[src/rtl/restoring_divider_pkg.sv]
// Shared types and sizing for the restoring divider.
package restoring_divider_pkg;

    localparam int unsigned DefaultWidth = 4;

    typedef enum logic [1:0] {
        StIdle,
        StRun,
        StZero
    } state_e;

    // Iteration counter must hold the value WIDTH itself.
    function automatic int unsigned count_width(input int unsigned w);
        return $clog2(w + 1);
    endfunction

    localparam int unsigned DefaultCountWidth = count_width(DefaultWidth);

endpackage

[src/rtl/ripple_subtractor.sv]
// Combinational ripple-borrow subtractor: diff = x - y, borrow_out set when x < y.
module ripple_subtractor #(
    parameter int unsigned N = restoring_divider_pkg::DefaultWidth + 1
) (
    input  logic [N-1:0] x,
    input  logic [N-1:0] y,
    output logic [N-1:0] diff,
    output logic         borrow_out
);

    logic [N:0] w_borrow;

    assign w_borrow[0] = 1'b0;

    for (genvar i = 0; i < N; i++) begin : g_bit
        logic w_xy;
        assign w_xy            = x[i] ^ y[i];
        assign diff[i]         = w_xy ^ w_borrow[i];
        assign w_borrow[i + 1] = (~x[i] & y[i]) | (~w_xy & w_borrow[i]);
    end

    assign borrow_out = w_borrow[N];

endmodule

[src/rtl/restoring_divider.sv]
// Sequential unsigned restoring divider: one quotient bit per clock, start/done handshake.
module restoring_divider
    import restoring_divider_pkg::*;
#(
    parameter int unsigned WIDTH = DefaultWidth
) (
    input  logic             clock,
    input  logic             reset,
    input  logic             start,
    input  logic [WIDTH-1:0] dividend,
    input  logic [WIDTH-1:0] divisor,
    output logic             busy,
    output logic             done,
    output logic [WIDTH-1:0] quotient,
    output logic [WIDTH-1:0] remainder,
    output logic             div_by_zero
);

    localparam int unsigned CntW = count_width(WIDTH);

    state_e            r_state;
    logic [WIDTH:0]    r_r;
    logic [WIDTH-1:0]  r_q;
    logic [WIDTH-1:0]  r_d;
    logic [CntW-1:0]   r_count;

    logic [WIDTH:0]    w_r_shift;
    logic [WIDTH:0]    w_trial;
    logic              w_borrow;
    logic [WIDTH:0]    w_r_next;
    logic [WIDTH-1:0]  w_q_next;

    // Shift {R,Q} left by one; the bit leaving Q enters R.
    assign w_r_shift = {r_r[WIDTH-1:0], r_q[WIDTH-1]};

    ripple_subtractor #(
        .N (WIDTH + 1)
    ) u_sub (
        .x          (w_r_shift),
        .y          ({1'b0, r_d}),
        .diff       (w_trial),
        .borrow_out (w_borrow)
    );

    assign w_r_next = w_borrow ? w_r_shift : w_trial;
    assign w_q_next = {r_q[WIDTH-2:0], ~w_borrow};

    always_ff @(posedge clock or posedge reset) begin
        if (reset) begin
            r_state     <= StIdle;
            r_r         <= '0;
            r_q         <= '0;
            r_d         <= '0;
            r_count     <= '0;
            busy        <= 1'b0;
            done        <= 1'b0;
            quotient    <= '0;
            remainder   <= '0;
            div_by_zero <= 1'b0;
        end else begin
            done <= 1'b0;
            case (r_state)
                StIdle: begin
                    if (start) begin
                        r_q  <= dividend;
                        busy <= 1'b1;
                        if (divisor != '0) begin
                            r_d     <= divisor;
                            r_r     <= '0;
                            r_count <= CntW'(WIDTH);
                            r_state <= StRun;
                        end else begin
                            r_state <= StZero;
                        end
                    end
                end
                StRun: begin
                    r_r     <= w_r_next;
                    r_q     <= w_q_next;
                    r_count <= r_count - CntW'(1);
                    if (r_count == CntW'(1)) begin
                        quotient    <= w_q_next;
                        remainder   <= w_r_next[WIDTH-1:0];
                        div_by_zero <= 1'b0;
                        done        <= 1'b1;
                        busy        <= 1'b0;
                        r_state     <= StIdle;
                    end
                end
                StZero: begin
                    quotient    <= '1;
                    remainder   <= r_q;
                    div_by_zero <= 1'b1;
                    done        <= 1'b1;
                    busy        <= 1'b0;
                    r_state     <= StIdle;
                end
                default: begin
                    busy    <= 1'b0;
                    r_state <= StIdle;
                end
            endcase
        end
    end

endmodule

[config.mk]
export PLATFORM = sky130hd
export DESIGN_NAME = restoring_divider
export DESIGN_NICKNAME = d
export VERILOG_FILES = /design/src/rtl/restoring_divider_pkg.sv /design/src/rtl/ripple_subtractor.sv /design/src/rtl/restoring_divider.sv
export SDC_FILE = /design/constraint.sdc
export NUM_CORES = 1
export LEC_CHECK = 0
export BUFFER_PORTS_ARGS = -buffer_cell sky130_fd_sc_hd__clkbuf_2
export CAP_MARGIN = 20
export CORE_MARGIN = 10
export CORE_UTILIZATION = 25
export CTS_CLUSTER_DIAMETER = 200
export CTS_CLUSTER_SIZE = 40
export DETAILED_ROUTE_END_ITERATION = 16
export GPL_ROUTABILITY_DRIVEN = 0
export PLACE_DENSITY_LB_ADDON = 0.2
export SYNTH_ARGS = -nofsm -noshare
export SYNTH_HDL_FRONTEND = slang
export SYNTH_SLANG_ARGS = --single-unit
export TNS_END_PERCENT = 20
[constraint.sdc]
create_clock -name clock -period 5.65 [get_ports clock]
set_input_delay 0.2825 -clock clock [delete_from_list [all_inputs] [get_ports clock]]
set_output_delay 0.2825 -clock clock [all_outputs]
set_load 0.05 [all_outputs]
# --- After elaboration in Yosys (flattened, before gate mapping) ---
# Index checks and enable logic that the tools add are counted.
totals:
  register_bits: 28
  input_bits: 11
  output_inout_bits: 11
  word_cells: 76
op_classes:
  add_sub_neg: 1
  eq_ne: 6
  n_mux: 23
  bitwise: 27
  n_reduce_logical: 9
op_table:
  columns: ["op", "n"]
  rows:
  - ["$pmux 4 s2", 4]
  - ["$mux 4", 6]
  - ["$not 1->1", 9]
  - ["$and 1x1->1", 8]
  - ["$xor 1x1->1", 7]
  - ["$mux 2", 3]
  - ["$mux 3", 2]
  - ["$ne 2x2->1 const B", 3]
  - ["$pmux 1 s2", 3]
  - ["$pmux 3 s2", 1]
  - ["$reduce_and 2->1", 3]
  - ["$reduce_and 3->1", 2]
  - ["$pmux 2 s2", 1]
  - ["$reduce_bool 2->1", 2]
  - ["$reduce_bool 4->1", 1]
  - ["$eq 3x1->1 const B", 1]
  - ["$mux 1", 3]
  - ["$or 1x1->1", 3]
  - ["$sub 3x1->3 const B", 1]
  - ["$eq 2x1->1 const B", 1]
  - ["$eq 2x2->1 const B", 1]
  - ["$logic_not 2->1", 1]

# --- Longest topological paths before layout ---
# Gate-level depths: netlist of run 1.
logic_depth:
  depth_word: 12
  depth_mapped: 9
  ltp_nobuf: 8

# --- Cells and area by module ---
# Synthesis of run 1 repeated with hierarchy kept, for this count alone.
hier_totals:
  hier_cells: 138
  area_unflattened_um2: 1516.5
modules_own_cells:
  columns: ["module", "instances", "cells_each", "area_each_um2", "seq_area_each_um2"]
  rows:
  - ["restoring_divider", 1, 120, 1371.3, 700.7]
  - ["ripple_subtractor", 1, 18, 145.1, 0.0]

# --- Worst setup path after synthesis of run 1 ---
# No wires, ideal clock.
synth_path:
  path_type: "register to register"
  start: "register r_q[3]"
  end: "register r_r[3]"
  setup_ps: 121
  arrival_ps: 2370
  required_time_ps: 5529
  path_slack_ps: 3159
  path_stages_with_launch: 10
  n_path_buf: 1
  synth_period_minus_slack_ps: 2491
  cell_sequence: "dfrtp_1 > inv_1 > ha_1 > fa_1 > fa_1 > fa_1 > nand2b_1 > clkbuf_1 > a21oi_1 > a22o_1"
synth_via:
  elab_chain_len: 11
  word_cells_on_any_way: 12
  classes_between: "mux: 2; bitwise: 10"
synth_rtl:
  columns: ["element", "line_no", "text"]
  rows:
  - ["start, declared", "restoring_divider.sv:23", "logic [WIDTH-1:0] r_q;"]
  - ["start signal, assigned", "restoring_divider.sv:65", "r_q <= dividend;"]
  - ["start signal, assigned", "restoring_divider.sv:79", "r_q <= w_q_next;"]
  - ["$not 1->1 *", "ripple_subtractor.sv:19", "assign w_borrow[i + 1] = (~x[i] & y[i]) | (~w_xy & w_borrow[i]);"]
  - ["$and 1x1->1 * (2 in series)", "ripple_subtractor.sv:19", null]
  - ["$or 1x1->1 *", "ripple_subtractor.sv:19", null]
  - ["$and 1x1->1 *", "ripple_subtractor.sv:19", null]
  - ["$or 1x1->1 *", "ripple_subtractor.sv:19", null]
  - ["$and 1x1->1", "ripple_subtractor.sv:19", null]
  - ["$or 1x1->1", "ripple_subtractor.sv:19", null]
  - ["$and 1x1->1", "ripple_subtractor.sv:19", null]
  - ["$mux 4 *", "restoring_divider.sv:45", "assign w_r_next = w_borrow ? w_r_shift : w_trial;"]
  - ["$pmux 4 s2 *", "restoring_divider.sv:62", "case (r_state)"]
  - ["end signal, assigned", "restoring_divider.sv:78", "r_r <= w_r_next;"]
  - ["end, declared", "restoring_divider.sv:22", "logic [WIDTH:0] r_r;"]
# Mark *: on every way between the ends. The rest lies on a longest branch, timed or not.
# A chain may end at the register's enable or synchronous reset.

# --- Worst setup path after layout of run 1 ---
# Same ends and word-level chain as after synthesis.

==> impl_metrics.yaml, run 1 <==
synthesis:
  seq_area_frac_synth_pct: 45.02
  avgSynthCellArea_um2: 10.81
  synthXorXnorAreaFrac_pct: 0
  synth_simple_gate_area_share_pct: 13.34
  synth_fa_ha_area_share_pct: 8.682
  syn_inst: 144
  synth_top_family_by_area: "compound AO/OA/AOI/OAI gates"
  synth_compound_area_share_pct: 24.28
  syn_nets: 164
  synthArstFlopShare_pct: 100.0
  synth_edf_count: 0
  yosys.cell_types.count: 40
  ys_seq_elements: 28
  netlist_area_um2: 1556
  synth_mux_area_share_pct: 2.894
  yosys_most_used_dff: "dfrtp_1"
  yosys_warnings: 0
detailed_routing:
  drcViolationCount: 0
  post_drt_wl_per_cell_um: 15.24
  viasPerCell: 4.971
  totalWireLength_um: 3657
  vias: 1193
  first_pass_iters: 4
  drt_iter0_drc: 63
  drtAntennaViolNets: 0
pwr:
  p_switching_mw: 0.5100
  p_int_mw: 0.5891
  vdd_drop_max_mv: 0.1823
  seqPwrFrac_pct: 31.6
  pwr_density_cell_nw_per_um2: 609.6
  p_leak_nw: 0.8271
  p_sw_share_pct: 46.40
  pwr-share-comb_pct: 56.8
  clkPwrFrac_pct: 11.6
cts:
  insertion_delay_ns: 0.28
  clock_path_buffers: 2
  cts_buffers: 3
  post_cts_buffers: 0
  cts_resized: 0
  cts_tree: "done"
  h-tree-depth: 1
  cts.clk_slew.worst_paths_ns: 0.10
  cts_root_buf: "clkbuf_8"
  clock_sinks: 28
  cts_hold_buf: 0
placed_design:
  port_buffers: 21
  post-dp-hpwl_um: 2912
timing:
  hold_viol_final: 0
  min_period_ns: 2.603
  slew_violations: 0
  tns_ns: 0
  setup_viol: 0
  relSlewSlack_pct: 52.05
  post-route-period-util_pct: 46.07
  fmaxAchievable_mhz: 384.2
  finalClockSkew_ns: 0.003458
  hold_ws_ns: 0.06044
  tightestPinTransition_ns: 0.7193
  rsz0062_at_grt: "false"
layout:
  drive_gt1_share_pct: 21.82
  multi_input_area_um2: 765.7
  antenna_cells: 0
  fillers: 607
  register_area_um2: 700.7
  area_delta_synth_final_pct: 15.84
  final_cell_mix: "dfrtp_1 (28), clkbuf_2 (21), inv_1 (18)"
  nNetsFinal: 186
  final_common_cell: "dfrtp_1"
die:
  die_h_um: 98.91
  die_x_um: 98.91
  num_io_pins: 22
  core-area_um2: 5991
  die_area_um2: 9782
  start_util_pct: 25.98
  rows: 28
setup_path:
  required_ns: 5.82
  critical_path.startpoint: "r_q[3]$_DFFE_PP0P_"
  critPathSlowestCell: "fa_1"
  timing.rr.end: "r_r[3]$_DFFE_PP0P_"
  crit_fanout: 10
  worst_setup_path_start_kind: "register"
  worstSetupEndpointType: "register"
  worstPathCellList: "inv_1 > ha_1 > fa_1 > fa_1 > fa_1 > nand2b_1 > a21oi_1 > a22o_1"
  critPathKind: "register to register"
  rr_worst_depth: 8
  arrival_ns: 2.78
  slowest_delay_ns: 0.45
  r2r_slack_ns: 3.05
  crit_path_frequent_cell: "fa_1"
  r2r-start: "r_q[3]$_DFFE_PP0P_"
global_routing:
  grt.overflow.total: 0
  grt_pass1_wl_um: 6527
  grt_max_degree: 25
  antenna_found_initial: 0
  grt_usage_pct: 7.971
  grt_pass1_vias: 1304
min_path:
  hold_class: "input pin to async pin"
outcome:
  status: "finished, final reports clean"
job:
  maxCapViolCount: 0
cell usage after synthesis, types with 3 or more instances:
cell type	count	area (µm²)
a221oi_1	4	35.03
buf_2	3	15.01
a21oi_1	3	15.01
o21ai_0	5	25.02
nand2_1	5	18.77
a22o_1	5	43.79
dfrtp_1	28	700.7
o22ai_1	6	37.54
ha_1	6	75.07
nor3b_1	3	22.52
a21boi_0	3	22.52
inv_1	18	67.56
a2bb2oi_1	4	35.03
nor3_1	6	30.03
nand2b_1	4	25.02
nand3_1	4	20.02
a211o_1	3	26.28
fa_1	3	60.06
and3b_1	3	26.28
mux2_4	3	45.04
how the worst max path moves through the flow:
| stage | endpoint |
|---|---|
| 2_1_floorplan | r_r[3]$_DFFE_PP0P_ |
| 3_3_place_gp | r_r[1]$_DFFE_PP0P_ |
| 3_5_place_dp | r_r[1]$_DFFE_PP0P_ |
| 4_1_cts | r_q[0]$_DFFE_PP0P_ |
| 5_1_grt | r_r[3]$_DFFE_PP0P_ |
| 6_report | r_r[3]$_DFFE_PP0P_ |
metal layers:
| layer | GRT usage [%] | wire, µm |
|---|---|---|
| met1 | 10.12 | 1774 |
| met2 | 12.68 | 1730 |
| met3 | 1.746 | 118 |
| met4 | 3.308 | 34 |
| met5 | 0 | 0 |
registers in the layout, indices dropped and copies added, names as in the netlist:
name and count:
done 1, r_r 4, r_count 3, remainder 4, div_by_zero 1, r_d 4
r_state 2, busy 1, r_q 4, quotient 4
stage by stage:
| stage | instances | setup slack [ns] | utilization (%) | area, µm² | power [mW] |
|---|---|---|---|---|---|
| after floorplan | 144 | 3.159 | - | 1556 | 0.8378 |
| after global placement | 235 | 3.134 | 28.93 | 1733 | 0.9689 |
| after detailed placement | 236 | 3.061 | 29.18 | 1748 | 0.9796 |
| after CTS | 240 | 3.047 | 30.10 | 1803 | 1.110 |
| after global routing | 240 | 2.875 | 30.10 | 1803 | 1.199 |
| final | 240 | 3.047 | 30.10 | 1803 | 1.099 |
critical path, delay by kind of cell, from the launching register on:
kind,cells,cell delay [ns]
DFF,1,0.37
and+or+nand+nor,1,0.31
adders and majority gates,4,1.42
AOI/OAI and AO/OA,2,0.33
buffers and inverters,1,0.07
kinds of logic after synthesis:
family / count (synthesis)
compound gates: 48
simple gates: 33
mux: 3
fa+ha+maj: 9
flops: 28
buf+inv: 23
cell type report:
cell class                      instances  area share (%)
Timing Repair Buffer                   22           6.662
Tap cell                               75           5.205
Clock buffer                            4           3.053
Multi-Input combinational cell         93           42.47
Inverter                               18           3.747
Sequential cell                        28           38.86
power groups by stage:
stage	clock network, mW	registers (mW)	logic (mW)
detailed placement	0	0.352	0.628
CTS	0.132	0.347	0.630
global route	0.142	0.360	0.696
finish	0.127	0.347	0.625
floorplan	0	0.445	0.393
global placement	0	0.351	0.618
(Power assumes the default switching activity.)
==> run 2, diff against run 1 <==
--- a/config.mk
+++ b/config.mk
@@ -5,6 +5,7 @@
 export SDC_FILE = /design/constraint.sdc
 export NUM_CORES = 1
 export LEC_CHECK = 0
+export ABC_AREA = 1
 export BUFFER_PORTS_ARGS = -buffer_cell sky130_fd_sc_hd__clkbuf_2
 export CAP_MARGIN = 20
 export CORE_MARGIN = 10
==> constraint.sdc (replaced) <==
create_clock -name clock -period 2.1 [get_ports clock]
set_input_delay 0.105 -clock clock [delete_from_list [all_inputs] [get_ports clock]]
set_output_delay 0.105 -clock clock [all_outputs]
set_load 0.05 [all_outputs]
==> impl_metrics.yaml, run 2 <==
cts:
  cts_buffers: 3
  cts.clk_slew.worst_paths_ns: 0.09
  insertion_delay_ns: 0.27
  clock_sinks: 28
  h-tree-depth: 1
  cts_resized: 0
  clock_path_buffers: 2
  cts_tree: "done"
  cts_root_buf: "clkbuf_8"
synthesis:
  synth_edf_count: 0
  yosysTopAreaCell: "dfrtp_1"
  yosys.area.top_type_share_pct: 45.45
  ys_seq_elements: 28
  yosys_most_used_dff: "dfrtp_1"
  seq_area_frac_synth_pct: 45.45
  yosys.cell_types.count: 20
  synthMostInstantiatedCell: "nand2_1"
  avgSynthCellArea_um2: 7.946
  syn_inst: 194
  synthArstFlopShare_pct: 100.0
  yosys_warnings: 0
  syn_nets: 214
  synth_commonest_cells: "nand2_1 (75), dfrtp_1 (28), nand3_1 (21)"
  synthTopCellsByArea: "dfrtp_1 (45%), nand2_1 (18%), nand3_1 (6.8%)"
  netlist_area_um2: 1541
die:
  die_h_um: 98.53
  die_area_um2: 9707
  num_io_pins: 22
  rows: 28
  die_x_um: 98.53
  core-area_um2: 5956
  start_util_pct: 25.88
timing:
  setup_viol: 9
  post-route-period-util_pct: 106.8
  setup_ws_ns: -0.1419
  min_period_ns: 2.242
  rsz0062_at_grt: "true"
  finalClockSkew_ns: 0.004043
  relSlewSlack_pct: 73.10
  hold_ws_ns: 0.04078
  fmaxAchievable_mhz: 446.0
  tightestPinTransition_ns: 0.4035
  slew_violations: 0
  tns_ns: -0.9314
  hold_viol_final: 0
detailed_routing:
  totalWireLength_um: 3477
  highest_layer: "met4"
  first_pass_iters: 4
  drtAntennaViolNets: 0
  drcViolationCount: 0
  met3_length_um: 197
  met1_length_um: 1785
  routed-wl-met2_um: 1470
  vias: 1240
  viasPerCell: 4.218
  drt_iter0_drc: 87
  post_drt_wl_per_cell_um: 11.83
placed_design:
  dpl_cell_area_um2: 1749
  post-dp-hpwl_um: 2734
  place_inst: 289
  port_buffers: 21
  place_ws_ns: -0.1178
setup_path:
  crit_path_frequent_cell: "nand2_1"
  critPathKind: "register to register"
  critPathSlowestCell: "fa_2"
  worst_setup_path_start_kind: "register"
  worstPathCellList: "ha_4 > fa_2 > fa_2 > fa_2 > nand2_4 > nand2_1 > nand2_1 > nand2_1 > nand2_1 > nand2_1"
  crit_fanout: 8
  slowest_delay_ns: 0.44
  arrival_ns: 2.41
  required_ns: 2.27
  worstSetupEndpointType: "register"
pwr:
  p_total_mw: 2.789
  seqPwrFrac_pct: 32.2
  p_leak_nw: 0.9655
  clkPwrFrac_pct: 10.5
  vdd_drop_max_mv: 0.5492
  p_int_mw: 1.419
  pwr_density_cell_nw_per_um2: 1543
  p_sw_share_pct: 49.11
  pwr-share-comb_pct: 57.3
  p_switching_mw: 1.370
layout:
  area_delta_synth_final_pct: 17.29
  design_area_um2: 1808
  antenna_cells: 0
  drive_gt1_share_pct: 20.55
  fillers: 664
  final_cell_mix: "nand2_1 (75), dfrtp_1 (28), nand3_1 (21), clkbuf_2 (21), inv_1 (16)"
  nNetsFinal: 241
  final_common_cell: "nand2_1"
  final-instance-count-excl-fill: 294
  final_core_util_pct: 30.36
job:
  maxCapViolCount: 0
global_routing:
  grt_pass1_wl_um: 6458
  grt.overflow.total: 0
  grt_max_degree: 29
  antenna_found_initial: 0
  grt_pass1_vias: 1324
  grt_usage_pct: 7.829
outcome:
  status: "finished, violations left"
  violations: "setup timing"
min_path:
  hold_class: "input pin to register"
## run 2: per-layer routing
layer / vias to the layer above / track usage [%]
met5: - / 0
met4: 0 / 1.433
met3: 2 / 2.933
met2: 23 / 12.20
met1: 558 / 10.15
li1: 657 / -
## run 2: final timing paths
path                                         start                        to  slack, ns  cells past startpoint
max                             r_d[0]$_DFFE_PP0P_  remainder[3]$_DFFE_PP0P_      -0.14                     10
min                                     divisor[1]        r_d[1]$_DFFE_PP0P_       0.04                      3
max reg2reg                     r_d[0]$_DFFE_PP0P_  remainder[3]$_DFFE_PP0P_      -0.14                     10
min reg2reg                quotient[3]$_DFFE_PP0P_   quotient[3]$_DFFE_PP0P_       0.47                      2
max in group asynchronous                    reset        r_r[3]$_DFFE_PP0P_       1.41                      4
min in group asynchronous                    reset   quotient[3]$_DFFE_PP0P_       0.43                      4
## run 2: layout make-up
type	instances	area (µm²)	area share, %
Sequential cell	28	700.7	38.75
Tap cell	75	93.84	5.190
Timing Repair Buffer	26	145.1	8.028
Inverter	20	80.08	4.429
Clock buffer	3	41.29	2.284
Multi-Input combinational cell	142	747.0	41.31
## run 2: worst max-delay path: cells and delay by family (launching register included)
kind | cells | cell delay [ns]
flops | 1 | 0.42
simple gates | 6 | 0.44
fa+ha+maj | 4 | 1.29
## run 2: cell families (layout without fill, tap and decap cells)
| kind of cell | after synthesis | in the layout | synth area share (%) |
|---|---|---|---|
| AOI/OAI and AO/OA | 17 | 17 | 6.250 |
| DFF | 28 | 28 | 45.45 |
| adders and majority gates | 9 | 9 | 8.766 |
| xor gates and xnor gates | 1 | 1 | 0.5683 |
| buffers and inverters | 24 | 49 | 7.710 |
| and+or+nand+nor | 115 | 115 | 31.25 |
## run 2: power groups by stage
stage / logic, mW / clock network [mW] / registers [mW]
2_1_floorplan: 1.03 / 0 / 1.17
3_3_place_gp: 1.61 / 0 / 0.905
3_5_place_dp: 1.60 / 0 / 0.911
4_1_cts: 1.60 / 0.316 / 0.900
5_1_grt: 1.86 / 0.336 / 0.928
6_report: 1.60 / 0.293 / 0.898
## run 2: repair_timing
| item | in CTS | in global routing |
|---|---|---|
| pin swaps | 0 | 1 |
| endpoints found under the hold margin | 28 | 0 |
| hold buffers | 1 | 0 |
| setup endpoints to repair | 8 | 10 |
| buffers inserted | 0 | 1 |
